[src/rtl/sdram_pattern_tester.sv]
// Pattern-based SDRAM tester: writes P(a) over an inclusive address range through the controller
// command FIFO, reads the range back and checks every return. Macro SDRAM_TESTER_WATCHDOG_EN adds a DRAIN timeout.
module sdram_pattern_tester #(
  parameter int ADDR_W  = 25,
  parameter int DATA_W  = 16,
  parameter int ERR_W   = 16,
  parameter int OUTST_W = 8
) (
  input  logic              clk,
  input  logic              rst,
  input  logic              start,
  input  logic [ADDR_W-1:0] startAddr,
  input  logic [ADDR_W-1:0] endAddr,
  input  logic [DATA_W-1:0] seed,
  output logic              busy,
  output logic              done,
  output logic              pass,
  output logic [ERR_W-1:0]  errCount,
  output logic [ADDR_W-1:0] firstErrAddr,
  output logic [DATA_W-1:0] firstErrData,
`ifdef SDRAM_TESTER_WATCHDOG_EN
  output logic              timeout,
`endif
  output logic              write,
  output logic              isWrite,
  output logic [ADDR_W-1:0] address,
  output logic [1:0]        writeMask,
  output logic [DATA_W-1:0] writeData,
  input  logic              full,
  input  logic              readValid,
  input  logic [ADDR_W-1:0] raddr,
  input  logic [DATA_W-1:0] rdata
);

  typedef enum logic [2:0] {IDLE, WRITE, READ, DRAIN, DONE} state_t;

  state_t state_reg, state_next;

  logic [ADDR_W-1:0]  start_addr_reg, end_addr_reg, address_reg;
  logic [DATA_W-1:0]  seed_reg, write_data_reg;
  logic [ERR_W-1:0]   err_count_reg;
  logic [ADDR_W-1:0]  first_err_addr_reg;
  logic [DATA_W-1:0]  first_err_data_reg;
  logic [OUTST_W-1:0] outst_reg;

  logic              cmd_en, accept, at_end, outst_full, start_accept;
  logic              check_en, mismatch, rd_inc, rd_dec, wd_expired, timed_out;
  logic [ADDR_W-1:0] addr_adv;

  // Low DATA_W address bits folded with the upper address bits, then XORed with the seed.
  function automatic logic [DATA_W-1:0] pattern(input logic [ADDR_W-1:0] a,
                                                input logic [DATA_W-1:0] s);
    logic [ADDR_W-1:0] hi;
    hi = a >> DATA_W;
    return a[DATA_W-1:0] ^ hi[DATA_W-1:0] ^ s;
  endfunction

  assign outst_full   = (outst_reg == '1);
  assign cmd_en       = (state_reg == WRITE) | ((state_reg == READ) & ~outst_full);
  assign write        = cmd_en & ~full;
  assign accept       = write;
  assign at_end       = (address_reg == end_addr_reg);
  assign addr_adv     = at_end ? start_addr_reg : address_reg + 1'b1;
  assign start_accept = start & ((state_reg == IDLE) | (state_reg == DONE));

  // Returns are only meaningful while reads of the current run can be in flight.
  assign check_en = readValid & ((state_reg == READ) | (state_reg == DRAIN));
  assign mismatch = check_en & (rdata != pattern(raddr, seed_reg));
  assign rd_inc   = accept & (state_reg == READ);
  assign rd_dec   = check_en & (outst_reg != '0);

  always_ff @(posedge clk) begin
    if (rst) begin
      state_reg <= IDLE;
    end else begin
      state_reg <= state_next;
    end
  end

  always_comb begin
    state_next = state_reg;
    unique case (state_reg)
      IDLE, DONE: begin
        if (start) state_next = WRITE;
      end
      WRITE: begin
        if (accept && at_end) state_next = READ;
      end
      READ: begin
        if (accept && at_end) state_next = DRAIN;
      end
      DRAIN: begin
        if (outst_reg == '0 || wd_expired) state_next = DONE;
      end
      default: state_next = IDLE;
    endcase
  end

  always_ff @(posedge clk) begin
    if (rst) begin
      start_addr_reg <= '0;
      end_addr_reg   <= '0;
      seed_reg       <= '0;
      address_reg    <= '0;
      write_data_reg <= '0;
    end else if (start_accept) begin
      start_addr_reg <= startAddr;
      end_addr_reg   <= endAddr;
      seed_reg       <= seed;
      address_reg    <= startAddr;
      write_data_reg <= pattern(startAddr, seed);
    end else if (accept) begin
      address_reg    <= addr_adv;
      write_data_reg <= pattern(addr_adv, seed_reg);
    end
  end

  always_ff @(posedge clk) begin
    if (rst || start_accept) begin
      err_count_reg      <= '0;
      first_err_addr_reg <= '0;
      first_err_data_reg <= '0;
    end else if (mismatch) begin
      if (err_count_reg != '1) err_count_reg <= err_count_reg + 1'b1;
      if (err_count_reg == '0) begin
        first_err_addr_reg <= raddr;
        first_err_data_reg <= rdata;
      end
    end
  end

  // A read issued and a return consumed in the same cycle cancel out.
  always_ff @(posedge clk) begin
    if (rst || start_accept) begin
      outst_reg <= '0;
    end else if (rd_inc && !rd_dec) begin
      outst_reg <= outst_reg + 1'b1;
    end else if (!rd_inc && rd_dec) begin
      outst_reg <= outst_reg - 1'b1;
    end
  end

`ifdef SDRAM_TESTER_WATCHDOG_EN
  logic [19:0] wd_reg;
  logic        timeout_reg;

  assign wd_expired = (wd_reg == '1);
  assign timed_out  = timeout_reg;
  assign timeout    = timeout_reg;

  always_ff @(posedge clk) begin
    if (rst || start_accept) begin
      wd_reg      <= '0;
      timeout_reg <= 1'b0;
    end else begin
      if (state_reg == DRAIN && !readValid) wd_reg <= wd_reg + 1'b1;
      else                                  wd_reg <= '0;
      if (state_reg == DRAIN && outst_reg != '0 && wd_expired) timeout_reg <= 1'b1;
    end
  end
`else
  assign wd_expired = 1'b0;
  assign timed_out  = 1'b0;
`endif

  assign busy         = (state_reg == WRITE) | (state_reg == READ) | (state_reg == DRAIN);
  assign done         = (state_reg == DONE);
  assign pass         = done & (err_count_reg == '0) & ~timed_out;
  assign isWrite      = (state_reg == WRITE);
  assign address      = address_reg;
  assign writeData    = write_data_reg;
  assign writeMask    = 2'b11;
  assign errCount     = err_count_reg;
  assign firstErrAddr = first_err_addr_reg;
  assign firstErrData = first_err_data_reg;

endmodule
[config.mk]
export PLATFORM = sky130hd
export DESIGN_NAME = sdram_pattern_tester
export DESIGN_NICKNAME = d
export VERILOG_FILES = /design/src/rtl/sdram_pattern_tester.sv
export SDC_FILE = /design/constraint.sdc
export NUM_CORES = 1
export LEC_CHECK = 0
export CORE_ASPECT_RATIO = 2
export CORE_MARGIN = 4
export CORE_UTILIZATION = 50
export CTS_CLUSTER_DIAMETER = 50
export DETAILED_ROUTE_END_ITERATION = 10
export GPL_TIMING_DRIVEN = 0
export PLACE_DENSITY = 0.89
export SYNTH_ARGS = -nofsm -noshare
export SYNTH_HDL_FRONTEND = slang
export SYNTH_SLANG_ARGS = --single-unit
[constraint.sdc]
create_clock -name clk -period 4.3 [get_ports clk]
set_input_delay 0.86 -clock clk [delete_from_list [all_inputs] [get_ports clk]]
set_output_delay 0.86 -clock clk [all_outputs]
set_load 0.1 [all_outputs]
After elaboration in Yosys (flattened, before gate mapping) --
Index checks and enable logic that the tools add are counted. W data, S select, Z words.
Cells by class: $add $sub $neg 4, equality and inequality tests 12, muxes and demuxes 12, bitwise operators 21, reduce and logical (&&, ||, !) cells 16
Operators with widths (number):
- $mux W25 | 3
- $xor A16 B16 Y16 | 3
- $xor A16 B9 Y16 | 3
- $mux W16 | 2
- $add A25 B1 Y25 const B | 1
- $eq A25 B25 Y1 | 1
- $add A16 B1 Y16 const B | 1
- $logic_not A16 Y1 | 1
- $mux W8 | 2
- $ne A16 B16 Y1 | 1
- $ne A16 B16 Y1 const B | 1
- $mux W3 | 4
- $pmux W3 S4 | 1
- $add A8 B1 Y8 const B | 1
- $and A1 B1 Y1 | 8
- $eq A8 B8 Y1 const B | 1
- $logic_not A8 Y1 | 1
- $reduce_bool A8 Y1 | 1
- $sub A8 B1 Y8 const B | 1
- $eq A3 B2 Y1 const B | 2
- $ne A2 B1 Y1 const B | 3
- $or A1 B1 Y1 | 5
- $reduce_and A2 Y1 | 2
- $reduce_and A4 Y1 | 1
- 10 further kinds | 15
Word-level totals: register bits 175

Depth between registers and ports, before layout --
Gate-level depths: netlist (run 1).
depth in word-level cells 10, gate-level depth with buffers 15

Worst setup path before layout (run 1) --
OpenSTA, ideal clock, no wires.
path kind register to register, start register state_reg[0], end register outst_reg[7], data arrival time 5.572 ns, required time 4.230 ns, setup slack -1.343 ns, stages on the path, launching flop included 16, buffers on the path 1, cell sequence dfxtp_1 clkbuf_1 nor3b_1 nor3_1 nor4b_1 ha_1 inv_1 ha_1 a21o_1 a21oi_1 nor2b_1 o21a_1 o41a_1 xnor2_1 or3_1 a21oi_1
On the way: elaborated cells between the ends (all ways) 21, classes of those cells eq/ne: 4; mux: 1; bitwise: 9; reduce/logical: 7
RTL lines:
- start, declared | line 37 | state_t state_reg, state_next;
- start signal, assigned | line 76 | state_reg <= state_next;
- $eq A3 B1 Y1 *
- net isWrite | line 25 | output logic isWrite,
- $or A1 B1 Y1 * | line 59 | assign cmd_en = (state_reg == WRITE) | ((state_reg == READ) & ~outst_full);
- $and A1 B1 Y1 * | line 60 | assign write = cmd_en & ~full;
- $and A1 B1 Y1 * | line 69 | assign rd_inc = accept & (state_reg == READ);
- $logic_not A1 Y1 | line 138 | end else if (!rd_inc && rd_dec) begin
- $logic_and A1 B1 Y1 | line 138
- $reduce_bool A2 Y1 (no source line)
- end signal, assigned | line 137 | outst_reg <= outst_reg + 1'b1;
- end signal, assigned | line 139 | outst_reg <= outst_reg - 1'b1;
- end, declared | line 44 | logic [OUTST_W-1:0] outst_reg;
Mark *: on every way through the listed nets, which the timed path passes. The rest lies on a longest branch. A chain may end at the register's enable or synchronous reset.

Worst setup path in the final report (run 1) --
start register state_reg[0], end output port write
On the way: cells in the longest elaborated chain, start to end 4, elaborated cells between the ends (all ways) 5, classes of those cells eq/ne: 2; bitwise: 3
Ends and longest elaborated chain:
- $eq A3 B2 Y1 | line 59
- $and A1 B1 Y1 | line 59
- $or A1 B1 Y1 * | line 59
- $and A1 B1 Y1 * | line 60
- end, declared | line 24 | output logic write,
Mark *: on every way between the ends. The rest lies on a longest branch, timed or not.

==> results of run 1 <==
logic make-up (layout without fill, tap and decap cells):
logic type	Yosys count	after routing
buf+inv	87	333
simple gates	386	386
mux	72	72
compound gates	164	164
fa+ha+maj	11	11
xor+xnor	142	142
other cells	1	4
flops	175	175
layer usage:
metal  wire length [um]  global-route usage (%)  part of all wire, %
met5                  0                       0                    0
met4               2610                    23.8                  8.8
met3               2220                    6.76                  7.5
met2              15500                    53.4                   52
met1               9330                    27.8                   31
report_power, final:
part           switching [W]  total [W]  internal [W]
Sequential          0.000276    0.00219       0.00191
Clock               0.000728    0.00150      0.000770
Combinational        0.00265    0.00382       0.00117
Total                0.00365    0.00751       0.00385
cell type report:
| cell class | instances | area (um2) | share of cell area [%] |
|---|---|---|---|
| antenna | 2 | 5.00 | 0.0426 |
| buffer | 69 | 302 | 2.57 |
| clock buffer | 17 | 425 | 3.62 |
| clock inverter | 15 | 139 | 1.18 |
| inverter | 18 | 67.6 | 0.576 |
| multi-input combinational | 777 | 4900 | 41.7 |
| sequential | 175 | 3500 | 29.8 |
| tap | 210 | 263 | 2.24 |
| timing repair buffer | 214 | 2140 | 18.2 |
cell usage after synthesis (4+ instances only):
library cell	n	share of area (%)
o22ai_1	10	0.71
xor2_1	57	5.7
and2_1	7	0.50
nor2_1	121	5.2
nor4_1	11	0.79
dfxtp_1	175	40
nand3_1	11	0.63
a221oi_1	18	1.8
nand4_1	21	1.5
a211oi_1	4	0.34
and3_1	6	0.43
a21oi_1	95	5.4
mux2i_1	65	7.4
clkbuf_1	45	1.9
o21ai_0	4	0.23
nand2_1	172	7.4
mux2_2	7	0.90
buf_2	14	0.80
a21o_1	4	0.34
ha_1	10	1.4
a31oi_1	14	1.0
xnor2_1	79	7.9
inv_1	17	0.73
nor3_1	17	0.97
xnor3_1	6	1.5
buf_1	4	0.17
worst max-delay path: stages (launching register included):
cell and delay, ns:
dfxtp_1 0.31, clkbuf_1 0.32, nor3b_4 0.30, nor3_1 0.12
nor2_1 0.09, nand2_1 0.14, clkinv_1 0.23, clkbuf_1 0.50
clkbuf_2 0.56
repair_timing:
action / CTS / global route
cloned: 0 / 0
setup endpoints to repair: 1 / 1
gates resized for setup: 1 / 2
cells in the final DEF, fill, tap and decap left out, drive strengths merged, types with 3 or more instances in the layout:
| cell | netlist | final |
|---|---|---|
| xor2 | 57 | 57 |
| nor3 | 19 | 19 |
| mux2 | 7 | 7 |
| o21ai | 5 | 5 |
| clkinv | 1 | 5 |
| clkbuf | 46 | 64 |
| a31oi | 14 | 14 |
| and3 | 6 | 6 |
| nor2b | 3 | 3 |
| o21a | 3 | 3 |
| a211oi | 4 | 4 |
| xnor2 | 79 | 79 |
| nand2 | 172 | 172 |
| nor4 | 11 | 11 |
| and2 | 7 | 7 |
| buf | 22 | 22 |
| dfxtp | 175 | 175 |
| nor2 | 122 | 122 |
| a21oi | 95 | 95 |
| ha | 10 | 10 |
| xnor3 | 6 | 6 |
| mux2i | 65 | 65 |
| inv | 17 | 27 |
| nand3 | 11 | 11 |
| a221oi | 19 | 19 |
| clkdlybuf4s50 | 0 | 213 |
| a21o | 4 | 4 |
| o22ai | 10 | 10 |
| nand4 | 22 | 22 |
path summary, 6_finish.rpt:
kind                     start           endpoint  slack [ns]  cells past startpoint
max               state_reg[0]              write        0.43                      8
min          start_addr_reg[9]  start_addr_reg[9]        0.46                      2
max reg2reg       state_reg[0]       outst_reg[7]        0.57                     15
min reg2reg  start_addr_reg[9]  start_addr_reg[9]        0.46                      2
through the flow:
stage	total power [W]	utilization, %	hold slack (ns)
after global routing	0.00781	68.0	0.487
after detailed placement	0.00599	64.7	0.444
final	0.00751	68.0	0.455
after global placement	0.00593	64.7	0.440
after CTS	0.00749	68.0	0.454
after floorplan	0.00495	-	0.434
==> summary.txt, run 1 <==
Outcome
  • Status: finished clean

Clock network
  • Clk slew on worst S/H paths: 0.07 ns
  • Clock buffer depth: 2
  • Hold buffer count at cts: 0
  • H-tree levels: 4
  • Inserted Clock Buffers: 17
  • Total clock sinks: 175
  • Clk_lat worst skew: 0.44 ns
  • Clock root cell: clkbuf_16
  • Setup Buffers After CTS: 0
  • CTS tree: done

Synth
  • Top_reg_cell synth: dfxtp_1
  • Largest family of logic cells by synthesized area: simple AND/OR/NAND/NOR gates
  • Ys async rst share: 0%
  • Post-synthesis simple-gate area fraction: 19.2%
  • Complex-gate fraction of the synthesized area: 11.4%
  • Post-synth EDFFs: 0
  • Distinct cells, synth: 57
  • Xor/xnor cell area share of the yosys netlist: 15.2%
  • Synth Register Bits: 175
  • Syn Inst Count: 1038
  • Synth Warn #: 0
  • Synth Cell Area: 8750 um2
  • Post-synthesis mux area share: 8.33%
  • Synthesized area per cell: 8.43 um2
  • Post-Synth Adder-Cell Area: 1.66%
  • Post-synthesis sequential area ratio: 40.0%

Layout
  • Post-route insts no fill: 1497
  • Layout cell share with drive strength beyond 1: 5.37%
  • Area delta synth->final: 34.1%
  • Design Area, Final: 11700 um2
  • Nets: 1395
  • Fillcell total: 1317

Placed design
  • Placed inst area: 11200 um2
  • Detailed placer's ending HPWL: 23400 um
  • Placer Congestion: 0.958
  • PortBufs: 214
  • Worst slack at placement: -0.0964 ns
  • Placed Cells: 1463

Floorplan
  • DIE AREA: 19800 um2
  • # rows: 68
  • Die Ht: 195 um
  • Initial cell density of the core: 50.7%
  • Core area: 17300 um2
  • # IOs: 217
  • Die X: 102 um

Detailed routing
  • Vias: 8613
  • Via-to-Cell Ratio: 5.75
  • DR WL/cell: 19.8 um
  • Drt drc: 0
  • Antenna Nets Post-Route: 0
  • 1st-pass router iterations: 5
  • Initial drt markers: 621
  • Routed wire length: 29700 um

Critical path
  • Arr. time, crit path: 3.01 ns
  • CP endpoint kind: primary output
  • Max FO, Critical Path: 10
  • CP startpoint kind: register
  • Setup Crit Path Kind: register to primary output
  • CP required: 3.44 ns

STA
  • Total negative slack: 0 ns
  • Final setup fails: 0
  • Final Critical Period: 3.87 ns
  • Min setup slack post-route: 0.427 ns
  • Final Hold Viols: 0
  • Fmax: 258 MHz
  • Fin Clk Skew: 0.0119 ns
  • Worst-margin pin slew: 1.24 ns
  • Rel. slew slack: 16.5%
  • Final Slew Violations: 0
  • RSZ-0062 raised after global routing: false
  • Period utilization: 90.1%

GRT
  • Grt total ovfl: 0
  • First-pass GRT wire length: 45900 um
  • Total global-route track usage: 29.8%
  • Initial antenna violation count: 2
  • Pin count of the biggest net entering global routing: 19
  • Number of global-route vias before repair: 9100

Power
  • P_leak: 4.50 nW
  • Power per standard cell area: 640 nW/um2
  • VDD IR max: 0.332 mV

Flow run
  • MaxCap Viol Count: 0

Worst hold path
  • Hold crit path type: register to register
(Power assumes the default switching activity.)
==> run 2, diff against run 1 <==
--- a/config.mk
+++ b/config.mk
@@ -9,6 +9,7 @@
 export CORE_MARGIN = 4
 export CORE_UTILIZATION = 50
 export CTS_CLUSTER_DIAMETER = 50
+export CTS_CLUSTER_SIZE = 8
 export DETAILED_ROUTE_END_ITERATION = 10
 export GPL_TIMING_DRIVEN = 0
 export PLACE_DENSITY = 0.89
==> constraint.sdc (replaced) <==
create_clock -name clk -period 4.3 [get_ports clk]
set_input_delay 0.43 -clock clk [delete_from_list [all_inputs] [get_ports clk]]
set_output_delay 0.43 -clock clk [all_outputs]
set_load 0.1 [all_outputs]
==> run 2 against run 1 <==
  * Count of clock-buffer cells in the layout did not move
  * Global-route usage did not move
  * Worst hold slack barely moved
  * Critical endpoint unchanged
  * Via count barely moved
  * Highest routed layer unchanged
  * Final cell count did not move
==> summary.txt, run 2 (synthesized netlist as in run 1, its figures left out) <==
Outcome
  • Status: finished clean

Critical path
  • CP endpoint kind: primary output
  • Setup Crit Path Kind: register to primary output
  • Start point of the critical path: state_reg[0]
  • Arr. time, crit path: 3.69 ns (+0.68 ns)
  • R2R cell count: 15 (unchanged)
  • CP required: 3.87 ns (+0.43 ns)
  • Critical R2R Launch: state_reg[0]
  • Max FO, Critical Path: 10 (unchanged)
  • CP startpoint kind: register

Power
  • Int Pwr: 0.00386 W (+0.11%)
  • P_leak: 4.50 nW (about the same)
  • Power per standard cell area: 640 nW/um2 (about the same)
  • Logic pwr share: 50.9% (about the same)
  • Sequential power share: 29.1% (about the same)
  • VDD IR max: 0.332 mV (about the same)
  • Sw Pwr: 0.00366 W (about the same)
  • Clk pwr share: 20.0% (about the same)
  • Switching Share: 48.7% (about the same)

Placed design
  • Placed inst area: 11200 um2 (unchanged)
  • Placer Congestion: 0.958 (unchanged)
  • Detailed placer's ending HPWL: 23400 um (unchanged)
  • Placed Cells: 1463 (unchanged)
  • PortBufs: 214 (unchanged)

STA
  • Rel. slew slack: 15.2% (-1.3 points)
  • Final setup fails: 0 (unchanged)
  • Period utilization: 95.7% (+5.7 points)
  • RSZ-0062 raised after global routing: false
  • Fin Clk Skew: 0.0132 ns (+0.00128 ns)
  • Final Critical Period: 4.12 ns (+0.243 ns)
  • Worst-margin pin slew: 1.26 ns (+0.0200 ns)
  • Final Slew Violations: 0 (unchanged)
  • Fmax: 243 MHz (-5.9%)
  • Total negative slack: 0 ns (unchanged)
  • Final Hold Viols: 0 (unchanged)

Clock network
  • Clock buffer depth: 2 (unchanged)
  • H-tree levels: 4 (unchanged)
  • Inserted Clock Buffers: 17 (unchanged)
  • Clk_lat worst skew: 0.44 ns (about the same)
  • Clk slew on worst S/H paths: 0.07 ns (about the same)
  • Hold buffer count at cts: 0 (unchanged)
  • Setup Buffers After CTS: 0 (unchanged)
  • Total clock sinks: 175 (unchanged)
  • CTS tree: done
  • CTS resizes: 0 (-1)
  • Clock root cell: clkbuf_16

Layout
  • Most frequent cells in the layout: clkdlybuf4s50_1, dfxtp_1, nand2_1
  • Nets: 1395 (unchanged)
  • Layout cell share with drive strength beyond 1: 5.29% (-0.078 points)
  • Post-route insts no fill: 1497 (unchanged)
  • Commonest non-fill, non-tap cell in the layout: clkdlybuf4s50_1
  • Fillcell total: 1316 (-0.076%)
  • Area delta synth->final: 34.1% (about the same)
  • Design Area, Final: 11700 um2 (about the same)

Worst hold path
  • Hold crit path type: register to register
  • Hold Crit Start: start_addr_reg[9]
  • Hold-critical path depth: 2 (unchanged)

Detailed routing
  • DR WL/cell: 19.8 um (about the same)
  • Routed wire length: 29700 um (about the same)
  • Via-to-Cell Ratio: 5.76 (about the same)
  • Vias: 8617 (+0.046%)
  • 1st-pass router iterations: 5 (unchanged)
  • Drt drc: 0 (unchanged)
  • Antenna Nets Post-Route: 0 (unchanged)
  • Initial drt markers: 628 (+1.1%)

Floorplan
  • Initial cell density of the core: 50.7% (unchanged)
  • Die X: 102 um (unchanged)
  • Core area: 17300 um2 (unchanged)
  • Die Ht: 195 um (unchanged)
  • # rows: 68 (unchanged)
  • # IOs: 217 (unchanged)
  • DIE AREA: 19800 um2 (unchanged)

GRT
  • Total global-route track usage: 29.8% (unchanged)
  • Initial antenna violation count: 2 (unchanged)
  • Grt total ovfl: 0 (unchanged)
  • Number of global-route vias before repair: 9100 (unchanged)
  • Pin count of the biggest net entering global routing: 19 (unchanged)
  • First-pass GRT wire length: 45900 um (unchanged)

Flow run
  • MaxCap Viol Count: 0 (unchanged)
[run 2: changes by cell type in the layout (fill, tap and decap cells not counted)]
cell,change
clkbuf_2,-1
clkdlybuf4s50_1,+1
[run 2: power groups by stage]
stage | registers, W | logic (W) | clock network [W]
after floorplan | 0.00324 | 0.00171 | 0
after global placement | 0.00220 | 0.00373 | 0
after detailed placement | 0.00221 | 0.00377 | 0
after CTS | 0.00218 | 0.00380 | 0.00151
after global routing | 0.00221 | 0.00403 | 0.00157
final | 0.00219 | 0.00382 | 0.00150
[run 2: cell type report]
cell class	instances	area, um2	share of cell area (%)
clock inverters	15	139	1.18
diodes	2	5.00	0.0426
multi-input cells	777	4900	41.7
repair buffers	214	2140	18.2
clock buffers	17	425	3.62
inverters	18	67.6	0.575
well taps	210	263	2.24
plain buffers	69	302	2.57
flip-flops and latches	175	3500	29.8
[run 2: path summary, 6_finish.rpt]
check,endpoint,slack (ns)
max,write,0.18
min,start_addr_reg[9],0.45
max reg2reg,outst_reg[7],0.57
min reg2reg,start_addr_reg[9],0.45
[run 2: metal layers]
layer / vias up / wire length, um / track usage, %
met5: - / 0 / 0
met4: 0 / 2590 / 23.8
met3: 163 / 2240 / 6.76
met2: 488 / 15500 / 53.4
met1: 3972 / 9360 / 27.8
li1: 3994 / - / -
[run 2: worst max-delay path, cell delays in order, from the launching register on]
cell	delay, ns
dfxtp_1	0.31
clkbuf_1	0.32
nor3b_4	0.30
nor3_1	0.12
nor2_1	0.09
nand2_1	0.14
clkinv_1	0.23
clkbuf_1	0.50
clkdlybuf4s50_1	1.25
[run 2: through the flow]
| stage | setup WS [ns] | total power [W] | hold WS, ns | utilization (%) |
|---|---|---|---|---|
| after floorplan | 0.214 | 0.00495 | 0.434 | - |
| after global placement | 0.701 | 0.00593 | 0.440 | 64.7 |
| after detailed placement | 0.623 | 0.00599 | 0.444 | 64.7 |
| after CTS | 0.227 | 0.00749 | 0.454 | 68.0 |
| after global routing | 0.0882 | 0.00782 | 0.487 | 68.0 |
| final | 0.184 | 0.00751 | 0.455 | 68.0 |
==> run 3, diff against run 2 <==
--- a/config.mk
+++ b/config.mk
@@ -5,6 +5,7 @@
 export SDC_FILE = /design/constraint.sdc
 export NUM_CORES = 1
 export LEC_CHECK = 0
+export CAP_MARGIN = 10
 export CORE_ASPECT_RATIO = 2
 export CORE_MARGIN = 4
 export CORE_UTILIZATION = 50
@@ -12,6 +13,7 @@
 export CTS_CLUSTER_SIZE = 8
 export DETAILED_ROUTE_END_ITERATION = 10
 export GPL_TIMING_DRIVEN = 0
+export HOLD_SLACK_MARGIN = 0.15
 export PLACE_DENSITY = 0.89
 export SYNTH_ARGS = -nofsm -noshare
 export SYNTH_HDL_FRONTEND = slang
==> results of run 3 <==
Final layout, timing and power as in run 2 (identical DEF).
